$ cat src/rtl/rob_core_if.sv
// Rename / writeback / operand-read / retire bundle of the reorder buffer.
interface rob_core_if #(
  parameter int unsigned ROB_SIZE = 16
);
  localparam int unsigned IW = $clog2(ROB_SIZE);

  logic          flush;
  logic          alloc_req0, alloc_req1;
  logic          alloc_dvalid0, alloc_dvalid1;
  logic [4:0]    alloc_daddr0, alloc_daddr1;
  logic          alloc_ready;
  logic [IW-1:0] alloc_num0, alloc_num1;
  logic          wb_en0, wb_en1;
  logic [IW-1:0] wb_num0, wb_num1;
  logic [31:0]   wb_data0, wb_data1;
  logic [IW-1:0] rd_num0, rd_num1, rd_num2, rd_num3;
  logic          rd_ready0, rd_ready1, rd_ready2, rd_ready3;
  logic [31:0]   rd_data0, rd_data1, rd_data2, rd_data3;
  logic          commit_en0, commit_en1;
  logic [4:0]    commit_addr0, commit_addr1;
  logic [IW-1:0] commit_num0, commit_num1;
  logic [31:0]   commit_data0, commit_data1;
  logic [1:0]    retire_cnt;
  logic          empty;

  modport master (
    output flush, alloc_req0, alloc_req1, alloc_dvalid0, alloc_dvalid1,
           alloc_daddr0, alloc_daddr1, wb_en0, wb_en1, wb_num0, wb_num1,
           wb_data0, wb_data1, rd_num0, rd_num1, rd_num2, rd_num3,
    input  alloc_ready, alloc_num0, alloc_num1, rd_ready0, rd_ready1,
           rd_ready2, rd_ready3, rd_data0, rd_data1, rd_data2, rd_data3,
           commit_en0, commit_en1, commit_addr0, commit_addr1, commit_num0,
           commit_num1, commit_data0, commit_data1, retire_cnt, empty
  );

  modport slave (
    input  flush, alloc_req0, alloc_req1, alloc_dvalid0, alloc_dvalid1,
           alloc_daddr0, alloc_daddr1, wb_en0, wb_en1, wb_num0, wb_num1,
           wb_data0, wb_data1, rd_num0, rd_num1, rd_num2, rd_num3,
    output alloc_ready, alloc_num0, alloc_num1, rd_ready0, rd_ready1,
           rd_ready2, rd_ready3, rd_data0, rd_data1, rd_data2, rd_data3,
           commit_en0, commit_en1, commit_addr0, commit_addr1, commit_num0,
           commit_num1, commit_data0, commit_data1, retire_cnt, empty
  );
endinterface

$ cat src/rtl/rob_core.sv
// Reorder buffer: hands out ROB numbers, collects results, retires two per cycle in order.
module rob_core #(
  parameter int unsigned ROB_SIZE = 16
) (
  input logic       clk,
  input logic       resetn,
  rob_core_if.slave bus
);
  localparam int unsigned IW = $clog2(ROB_SIZE);
  localparam int unsigned PW = IW + 1;

  logic [PW-1:0]       head_q, head_d, tail_q, tail_d;
  logic [ROB_SIZE-1:0] valid_q, valid_d, done_q, done_d, dvalid_q, dvalid_d;
  logic [4:0]          daddr_q [ROB_SIZE];
  logic [4:0]          daddr_d [ROB_SIZE];
  logic [31:0]         data_q  [ROB_SIZE];
  logic [31:0]         data_d  [ROB_SIZE];

  logic [PW-1:0] count;
  logic [IW-1:0] slot0, slot1, tnum0, tnum1;
  logic          ret0, ret1, acc0, acc1, alloc_ok;

  // Occupancy, retire candidates and allocation acceptance from registered state.
  always_comb begin
    count    = tail_q - head_q;
    slot0    = head_q[IW-1:0];
    slot1    = slot0 + IW'(1);
    tnum0    = tail_q[IW-1:0];
    tnum1    = tnum0 + IW'(1);
    ret0     = valid_q[slot0] & done_q[slot0];
    ret1     = ret0 & valid_q[slot1] & done_q[slot1];
    alloc_ok = (count <= PW'(ROB_SIZE - 2));
    acc0     = bus.alloc_req0 & alloc_ok;
    acc1     = bus.alloc_req0 & bus.alloc_req1 & alloc_ok;
  end

  // Next state: flush wins; otherwise writeback, then retire, then allocate.
  always_comb begin
    head_d   = head_q;
    tail_d   = tail_q;
    valid_d  = valid_q;
    done_d   = done_q;
    dvalid_d = dvalid_q;
    daddr_d  = daddr_q;
    data_d   = data_q;
    if (bus.flush) begin
      head_d  = '0;
      tail_d  = '0;
      valid_d = '0;
      done_d  = '0;
    end else begin
      // Port 1 is applied last so it wins a same-entry collision.
      if (bus.wb_en0 && valid_q[bus.wb_num0]) begin
        done_d[bus.wb_num0] = 1'b1;
        data_d[bus.wb_num0] = bus.wb_data0;
      end
      if (bus.wb_en1 && valid_q[bus.wb_num1]) begin
        done_d[bus.wb_num1] = 1'b1;
        data_d[bus.wb_num1] = bus.wb_data1;
      end
      if (ret0) begin
        valid_d[slot0] = 1'b0;
        done_d[slot0]  = 1'b0;
      end
      if (ret1) begin
        valid_d[slot1] = 1'b0;
        done_d[slot1]  = 1'b0;
      end
      head_d = head_q + PW'(ret0) + PW'(ret1);
      // Free entries only: alloc_ok ignores same-cycle retirement.
      if (acc0) begin
        valid_d[tnum0]  = 1'b1;
        done_d[tnum0]   = 1'b0;
        dvalid_d[tnum0] = bus.alloc_dvalid0;
        daddr_d[tnum0]  = bus.alloc_daddr0;
      end
      if (acc1) begin
        valid_d[tnum1]  = 1'b1;
        done_d[tnum1]   = 1'b0;
        dvalid_d[tnum1] = bus.alloc_dvalid1;
        daddr_d[tnum1]  = bus.alloc_daddr1;
      end
      tail_d = tail_q + PW'(acc0) + PW'(acc1);
    end
  end

  // Control state with synchronous reset.
  always_ff @(posedge clk) begin
    if (!resetn) begin
      head_q  <= '0;
      tail_q  <= '0;
      valid_q <= '0;
      done_q  <= '0;
    end else begin
      head_q  <= head_d;
      tail_q  <= tail_d;
      valid_q <= valid_d;
      done_q  <= done_d;
    end
  end

  // Payload storage; meaningless while the entry is invalid, so never reset.
  always_ff @(posedge clk) begin
    dvalid_q <= dvalid_d;
    daddr_q  <= daddr_d;
    data_q   <= data_d;
  end

  assign bus.alloc_ready = alloc_ok;
  assign bus.alloc_num0  = tnum0;
  assign bus.alloc_num1  = tnum1;
  assign bus.empty       = (count == '0);
  assign bus.retire_cnt  = {1'b0, ret0} + {1'b0, ret1};

  assign bus.rd_ready0 = valid_q[bus.rd_num0] & done_q[bus.rd_num0];
  assign bus.rd_ready1 = valid_q[bus.rd_num1] & done_q[bus.rd_num1];
  assign bus.rd_ready2 = valid_q[bus.rd_num2] & done_q[bus.rd_num2];
  assign bus.rd_ready3 = valid_q[bus.rd_num3] & done_q[bus.rd_num3];
  assign bus.rd_data0  = data_q[bus.rd_num0];
  assign bus.rd_data1  = data_q[bus.rd_num1];
  assign bus.rd_data2  = data_q[bus.rd_num2];
  assign bus.rd_data3  = data_q[bus.rd_num3];

  // r0 is hardwired zero, so it is never released.
  assign bus.commit_en0   = ret0 & dvalid_q[slot0] & (daddr_q[slot0] != 5'd0);
  assign bus.commit_en1   = ret1 & dvalid_q[slot1] & (daddr_q[slot1] != 5'd0);
  assign bus.commit_addr0 = daddr_q[slot0];
  assign bus.commit_addr1 = daddr_q[slot1];
  assign bus.commit_num0  = slot0;
  assign bus.commit_num1  = slot1;
  assign bus.commit_data0 = data_q[slot0];
  assign bus.commit_data1 = data_q[slot1];
endmodule

$ cat src/flat_wrapper.sv
// flat-port wrapper written by rule: the top's interface ports become plain ports
module rob_core_flat 
#(
  parameter int unsigned ROB_SIZE = 16
)
  (clk, resetn, bus_flush, bus_alloc_req0, bus_alloc_req1, bus_alloc_dvalid0, bus_alloc_dvalid1, bus_alloc_daddr0, bus_alloc_daddr1, bus_wb_en0, bus_wb_en1, bus_wb_num0, bus_wb_num1, bus_wb_data0, bus_wb_data1, bus_rd_num0, bus_rd_num1, bus_rd_num2, bus_rd_num3, bus_alloc_ready, bus_alloc_num0, bus_alloc_num1, bus_rd_ready0, bus_rd_ready1, bus_rd_ready2, bus_rd_ready3, bus_rd_data0, bus_rd_data1, bus_rd_data2, bus_rd_data3, bus_commit_en0, bus_commit_en1, bus_commit_addr0, bus_commit_addr1, bus_commit_num0, bus_commit_num1, bus_commit_data0, bus_commit_data1, bus_retire_cnt, bus_empty);
  rob_core_if #(.ROB_SIZE(ROB_SIZE)) bus_i ();
  input logic clk;
  input logic resetn;
  input wire logic [$bits(bus_i.flush)-1:0] bus_flush;
  input wire logic [$bits(bus_i.alloc_req0)-1:0] bus_alloc_req0;
  input wire logic [$bits(bus_i.alloc_req1)-1:0] bus_alloc_req1;
  input wire logic [$bits(bus_i.alloc_dvalid0)-1:0] bus_alloc_dvalid0;
  input wire logic [$bits(bus_i.alloc_dvalid1)-1:0] bus_alloc_dvalid1;
  input wire logic [$bits(bus_i.alloc_daddr0)-1:0] bus_alloc_daddr0;
  input wire logic [$bits(bus_i.alloc_daddr1)-1:0] bus_alloc_daddr1;
  input wire logic [$bits(bus_i.wb_en0)-1:0] bus_wb_en0;
  input wire logic [$bits(bus_i.wb_en1)-1:0] bus_wb_en1;
  input wire logic [$bits(bus_i.wb_num0)-1:0] bus_wb_num0;
  input wire logic [$bits(bus_i.wb_num1)-1:0] bus_wb_num1;
  input wire logic [$bits(bus_i.wb_data0)-1:0] bus_wb_data0;
  input wire logic [$bits(bus_i.wb_data1)-1:0] bus_wb_data1;
  input wire logic [$bits(bus_i.rd_num0)-1:0] bus_rd_num0;
  input wire logic [$bits(bus_i.rd_num1)-1:0] bus_rd_num1;
  input wire logic [$bits(bus_i.rd_num2)-1:0] bus_rd_num2;
  input wire logic [$bits(bus_i.rd_num3)-1:0] bus_rd_num3;
  output wire logic [$bits(bus_i.alloc_ready)-1:0] bus_alloc_ready;
  output wire logic [$bits(bus_i.alloc_num0)-1:0] bus_alloc_num0;
  output wire logic [$bits(bus_i.alloc_num1)-1:0] bus_alloc_num1;
  output wire logic [$bits(bus_i.rd_ready0)-1:0] bus_rd_ready0;
  output wire logic [$bits(bus_i.rd_ready1)-1:0] bus_rd_ready1;
  output wire logic [$bits(bus_i.rd_ready2)-1:0] bus_rd_ready2;
  output wire logic [$bits(bus_i.rd_ready3)-1:0] bus_rd_ready3;
  output wire logic [$bits(bus_i.rd_data0)-1:0] bus_rd_data0;
  output wire logic [$bits(bus_i.rd_data1)-1:0] bus_rd_data1;
  output wire logic [$bits(bus_i.rd_data2)-1:0] bus_rd_data2;
  output wire logic [$bits(bus_i.rd_data3)-1:0] bus_rd_data3;
  output wire logic [$bits(bus_i.commit_en0)-1:0] bus_commit_en0;
  output wire logic [$bits(bus_i.commit_en1)-1:0] bus_commit_en1;
  output wire logic [$bits(bus_i.commit_addr0)-1:0] bus_commit_addr0;
  output wire logic [$bits(bus_i.commit_addr1)-1:0] bus_commit_addr1;
  output wire logic [$bits(bus_i.commit_num0)-1:0] bus_commit_num0;
  output wire logic [$bits(bus_i.commit_num1)-1:0] bus_commit_num1;
  output wire logic [$bits(bus_i.commit_data0)-1:0] bus_commit_data0;
  output wire logic [$bits(bus_i.commit_data1)-1:0] bus_commit_data1;
  output wire logic [$bits(bus_i.retire_cnt)-1:0] bus_retire_cnt;
  output wire logic [$bits(bus_i.empty)-1:0] bus_empty;
  assign bus_i.flush = bus_flush;
  assign bus_i.alloc_req0 = bus_alloc_req0;
  assign bus_i.alloc_req1 = bus_alloc_req1;
  assign bus_i.alloc_dvalid0 = bus_alloc_dvalid0;
  assign bus_i.alloc_dvalid1 = bus_alloc_dvalid1;
  assign bus_i.alloc_daddr0 = bus_alloc_daddr0;
  assign bus_i.alloc_daddr1 = bus_alloc_daddr1;
  assign bus_i.wb_en0 = bus_wb_en0;
  assign bus_i.wb_en1 = bus_wb_en1;
  assign bus_i.wb_num0 = bus_wb_num0;
  assign bus_i.wb_num1 = bus_wb_num1;
  assign bus_i.wb_data0 = bus_wb_data0;
  assign bus_i.wb_data1 = bus_wb_data1;
  assign bus_i.rd_num0 = bus_rd_num0;
  assign bus_i.rd_num1 = bus_rd_num1;
  assign bus_i.rd_num2 = bus_rd_num2;
  assign bus_i.rd_num3 = bus_rd_num3;
  assign bus_alloc_ready = bus_i.alloc_ready;
  assign bus_alloc_num0 = bus_i.alloc_num0;
  assign bus_alloc_num1 = bus_i.alloc_num1;
  assign bus_rd_ready0 = bus_i.rd_ready0;
  assign bus_rd_ready1 = bus_i.rd_ready1;
  assign bus_rd_ready2 = bus_i.rd_ready2;
  assign bus_rd_ready3 = bus_i.rd_ready3;
  assign bus_rd_data0 = bus_i.rd_data0;
  assign bus_rd_data1 = bus_i.rd_data1;
  assign bus_rd_data2 = bus_i.rd_data2;
  assign bus_rd_data3 = bus_i.rd_data3;
  assign bus_commit_en0 = bus_i.commit_en0;
  assign bus_commit_en1 = bus_i.commit_en1;
  assign bus_commit_addr0 = bus_i.commit_addr0;
  assign bus_commit_addr1 = bus_i.commit_addr1;
  assign bus_commit_num0 = bus_i.commit_num0;
  assign bus_commit_num1 = bus_i.commit_num1;
  assign bus_commit_data0 = bus_i.commit_data0;
  assign bus_commit_data1 = bus_i.commit_data1;
  assign bus_retire_cnt = bus_i.retire_cnt;
  assign bus_empty = bus_i.empty;
  rob_core #(.ROB_SIZE(ROB_SIZE)) u_core (.clk(clk), .resetn(resetn), .bus(bus_i));
endmodule
$ cat config.mk
export PLATFORM = sky130hd
export DESIGN_NAME = rob_core_flat
export DESIGN_NICKNAME = d
export VERILOG_FILES = /design/src/rtl/rob_core_if.sv /design/src/rtl/rob_core.sv /design/src/flat_wrapper.sv
export SDC_FILE = /design/constraint.sdc
export NUM_CORES = 2
export LEC_CHECK = 0
export CAP_MARGIN = 10
export CORE_MARGIN = 2
export CORE_UTILIZATION = 37
export DETAILED_ROUTE_END_ITERATION = 10
export GPL_TIMING_DRIVEN = 0
export HOLD_SLACK_MARGIN = 0.08
export PLACE_DENSITY = 0.58
export SYNTH_ARGS = -nofsm -noshare
export SYNTH_HDL_FRONTEND = slang
export SYNTH_SLANG_ARGS = --single-unit
$ cat constraint.sdc
create_clock -name clk -period 34.2 [get_ports clk]
set_clock_uncertainty 0.05 [all_clocks]
set_input_delay 8.55 -clock clk [delete_from_list [all_inputs] [get_ports clk]]
set_output_delay 8.55 -clock clk [all_outputs]
set_load 0.02 [all_outputs]
# Yosys cells after proc, flatten, opt, wreduce, memory -nomap -nowiden
# Cells that the tools add are included.
# totals
in_bits	107
register_bits	650
output_inout_bits	228
wordCells	240
# classes
addsub	8
reduce_logical	16
n_mux	109
bitwise_logic	39
magnitude_cmp	31
# op_table
operator	n
512-bit two-way mux	3
512-bit bitwise mux	2
32-bit binary-select mux with 4-bit select	6
32-bit two-way mux	14
16-bit two-way mux	21
32-bit demux with 4-bit select	2
80-bit two-way mux	3
80-bit bitwise mux	2
16-bit bitwise AND	6
1-bit binary-select mux with 4-bit select	16
16-bit inverter	4
16-bit bitwise OR	4
5-bit >= comparator, second input constant	10
4-bit by 5-bit less-than comparator with 1-bit output, second input constant	10
4-bit inverter with 5-bit output	10
5-bit binary-select mux with 4-bit select	2
5-bit demux with 4-bit select	2
16-bit bitwise mux	2
5-bit two-way mux	6
1-bit demux with 4-bit select	6
4-bit by 1-bit >= comparator with 1-bit output, second input constant	6
1-bit two-way mux	22
5-bit by 1-bit adder with 5-bit output	4
5-bit by 1-bit less-than comparator with 1-bit output, second input constant	4
10 further kinds	36

# Depth between registers and ports, before layout
# logic_depth
word_depth	21
mapped_depth	17
mapped_depth_nobuf	16

# Worst setup path after synthesis
# OpenSTA, ideal clock, no wires.
# synth_path
path_type	input -> register
start	input bus_flush
end	register u_core.done_q[12]
n_path_buf	1
setup_ns	0.060
setup_slack_ns	10.262
path_stages	6
t_required_ns	34.090
t_arrival_ns	23.828
cell_sequence	inv_1 > nand2_1 > clkbuf_1 > a31o_2 > a31oi_1 > o221a_1
# synth_via
elab_chain_cells	1
# synth_lines
item	line	text
start: declaration	flat_wrapper.sv:10	input wire logic [$bits(bus_i.flush)-1:0] bus_flush;
2-bit OR reduction (no line)	-	
end signal: assignment	rob_core.sv:98	done_q <= done_d;
end: declaration	rob_core.sv:13	logic [ROB_SIZE-1:0] valid_q, valid_d, done_q, done_d, dvalid_q, dvalid_d;
# No other way between the ends.
# A chain may end at the register's enable or synchronous reset.

# Worst setup path in the final report
# layout_path
start	input bus_rd_num1[1]
end	output bus_rd_data1[24]
# layout_via
elab_chain_cells	4
# layout_lines
item	line	text
start: declaration	flat_wrapper.sv:24	input wire logic [$bits(bus_i.rd_num1)-1:0] bus_rd_num1;
4-bit inverter with 5-bit output (not written as such)	rob_core.sv:120	assign bus.rd_data1 = data_q[bus.rd_num1];
32-bit binary-select mux with 4-bit select	rob_core.sv:120	
32-bit two-way mux (not written as such) (2 in a row)	rob_core.sv:120	
end: declaration	flat_wrapper.sv:35	output wire logic [$bits(bus_i.rd_data1)-1:0] bus_rd_data1;
# No other way between the ends. The select of a mux whose other input is x is not followed.

==> results_dict.tcl <==
set metrics [dict create \
    yosys_register_bits 650 \
    antenna_found_initial 26 \
    slew_headroom_pct -7.21 \
    synth_commonest_cells "1047 x mux4_2, 621 x nand2_1, 608 x edfxtp_1" \
    final_nets 5395 \
    top_layer "met5" \
    drv_slew 115 \
    status "finished with violations" \
    global_route.usage.total_pct 44.3 \
    yosysMostFrequentCell "mux4_2" \
    avgSynthCellArea_um2 12.3 \
    first_iter_violations 13334 \
    netlist.area_leader.share_pct 39.9 \
    final_design_area_no_fill_um2 69100 \
    worstPathMaxFanout 10 \
    globalRouteOverflowTotal 0 \
    cts_tree "done" \
    routed-wl-met2_um 149000 \
    wl_met3_um 67000 \
    die_area_um2 163000 \
    gp_congestion 1.04 \
    setup_viol 0 \
    required_ns 25.60 \
    num_rows 146 \
    p_leak_uw 0.0214 \
    clock_latency_ns 0.73 \
    holdCritStartpoint "u_core.tail_q[4]$_SDFF_PP0_" \
    synth_cell_type_count 64 \
    coreArea_um2 159000 \
    path_clk_slew_ns 0.05 \
    antenna_left 0 \
    netlist_instances 4820 \
    critPathKind "in -> out" \
    cp_data_arrival_time_ns 13.51 \
    cts_made_buffers 88 \
    violations "capacitance limit, slew limit" \
    worst_slew_pin_slew_ns 1.61 \
    cts_sinks 650 \
    period_minus_slack_ns 22.11 \
    synth_edf_count 608 \
    layoutNonFillerInstCount 7439 \
    yosysWarningCount 0 \
    max_clock_freq_mhz 45.2 \
    grt_pass1_vias 54509 \
    wl_per_cell_um 49.7 \
    postCtsSetupRepairBufs 0 \
    dp_hpwl_um 265000 \
    power.density_nw_per_um2 38.3 \
    cts-root-buf "clkbuf_16" \
    timing.rr.start "u_core.head_q[3]$_SDFF_PP0_" \
    hold_buffers 0 \
    via_per_inst 8.07 \
    clock_path_buffers 3 \
    start_util_pct 37.3 \
    ir_worst_vdd_v 0.0000382 \
    syn-cell-area_um2 59100 \
    critPathLaunch "bus_rd_num1[1]" \
    numPortBuffers 277 \
    syn_nets 4950 \
    utilization_pct 43.6 \
    ctsResizeCount 0 \
    area_growth_pct 16.8 \
    grt_max_degree 117 \
    drc_errors 0 \
    firstDrtPassIters 9 \
    dieHeight_um 404 \
    fp.dieW_um 404 \
    synth_top_flop_cell "edfxtp_1" \
    start_kind "primary input" \
    ys_seq_area_share_pct 32.3 \
    layout-drive-gt1-share_pct 26.0 \
    dp.cells 7217 \
    yosys.area.top_type "mux4_2" \
    pin_count 335 \
    met1_length_um 122000 \
    rsz0062_at_grt "no" \
    hold_class "reg -> reg" \
    post-route-period-util_pct 64.6 \
    h-tree-depth 3 \
    vias 60049 \
    placed_area_um2 65500 \
    hold_slack_ns 0.484 \
    hold_violations 0 \
    drt-total-wl_um 370000 \
    postSynth.asyncResetShare_pct 0 \
    cap_viol_max_count 12 \
    synth_area_leaders "mux4_2 40%, edfxtp_1 31%, a22oi_1 4.9%" \
    grt_pass1_wl_um 488000 \
    end_kind "primary output" \
]
[through the flow]
| step | TNS, ns | power (uW) | setup WS [ns] |
|---|---|---|---|
| 5_1_grt | 0 | 2670 | 12.35 |
| 4_1_cts | 0 | 2600 | 12.19 |
| 3_3_place_gp | -31.89 | 1590 | -1.28 |
| 2_1_floorplan | 0 | 1330 | 10.26 |
| 3_5_place_dp | 0 | 1580 | 12.23 |
| 6_report | 0 | 2650 | 12.09 |
[final timing paths]
| kind | end | slack [ns] | depth (start not counted) |
|---|---|---|---|
| worst min-delay path | u_core.tail_q[4]$_SDFF_PP0_ | 0.48 | 2 |
| worst max register to register | u_core.tail_q[4]$_SDFF_PP0_ | 28.34 | 17 |
| worst max-delay path | bus_rd_data1[24] | 12.09 | 6 |
| worst min register to register | u_core.tail_q[4]$_SDFF_PP0_ | 0.48 | 2 |
[logic make-up after synthesis]
group / count (synthesis) / synth area share [%]
xor gates and xnor gates: 14 / 0.220
and+or+nand+nor: 1086 / 8.06
AOI/OAI and AO/OA: 1329 / 14.4
muxes: 1060 / 40.1
adders and majority gates: 23 / 0.525
buffers and inverters: 658 / 4.39
DFF: 650 / 32.3
[layout by cell type, fill, tap and decap left out, types with 111 or more instances in the layout]
| cell | Yosys | layout |
|---|---|---|
| a31oi_1 | 111 | 111 |
| nand2_1 | 621 | 621 |
| edfxtp_1 | 608 | 608 |
| a32oi_1 | 129 | 129 |
| a22oi_1 | 388 | 388 |
| buf_1 | 158 | 134 |
| clkbuf_1 | 407 | 417 |
| nor2_1 | 139 | 138 |
| o21ai_0 | 540 | 540 |
| mux4_2 | 1047 | 1047 |
| clkdlybuf4s50_1 | 0 | 277 |
[per-layer routing]
layer / GRT usage (%) / vias up
li1: - / 21095
met1: 53.3 / 30268
met2: 60.2 / 7132
met3: 23.7 / 1525
met4: 30.2 / 29
met5: 3.33 / -
[state kept, by name, indices dropped and copies added (netlist names)]
| signal | cells |
|---|---|
| u_core.dvalid_q | 16 |
| u_core.tail_q | 5 |
| u_core.data_q | 512 |
| u_core.done_q | 16 |
| u_core.daddr_q | 80 |
| u_core.head_q | 5 |
| u_core.valid_q | 16 |
[report_power, final]
| group | leakage, uW | internal (uW) | total [uW] | switching, uW |
|---|---|---|---|---|
| sequential | 0.00629 | 924 | 1000 | 77.5 |
| combinational | 0.0136 | 269 | 600 | 331 |
| clock | 0.00149 | 613 | 1050 | 432 |
| total | 0.0214 | 1810 | 2650 | 841 |
[layout make-up]
class	instances	area [um^2]
repair buffers	355	4120
clock inverters	63	803
multi-input cells	3512	37500
plain buffers	639	2560
flip-flops and latches	650	19100
inverters	19	78.8
well taps	2072	2590
clock buffers	102	2280
diodes	27	67.6
fillers	14720	89500
[critical path, stage by stage]
cell and delay [ns]:
clkbuf_1 1.00, buf_1 1.11, clkbuf_1 1.09, mux4_2 0.45, mux4_2 0.66, clkdlybuf4s50_1 0.62
Power figures use the tool's default switching activity.
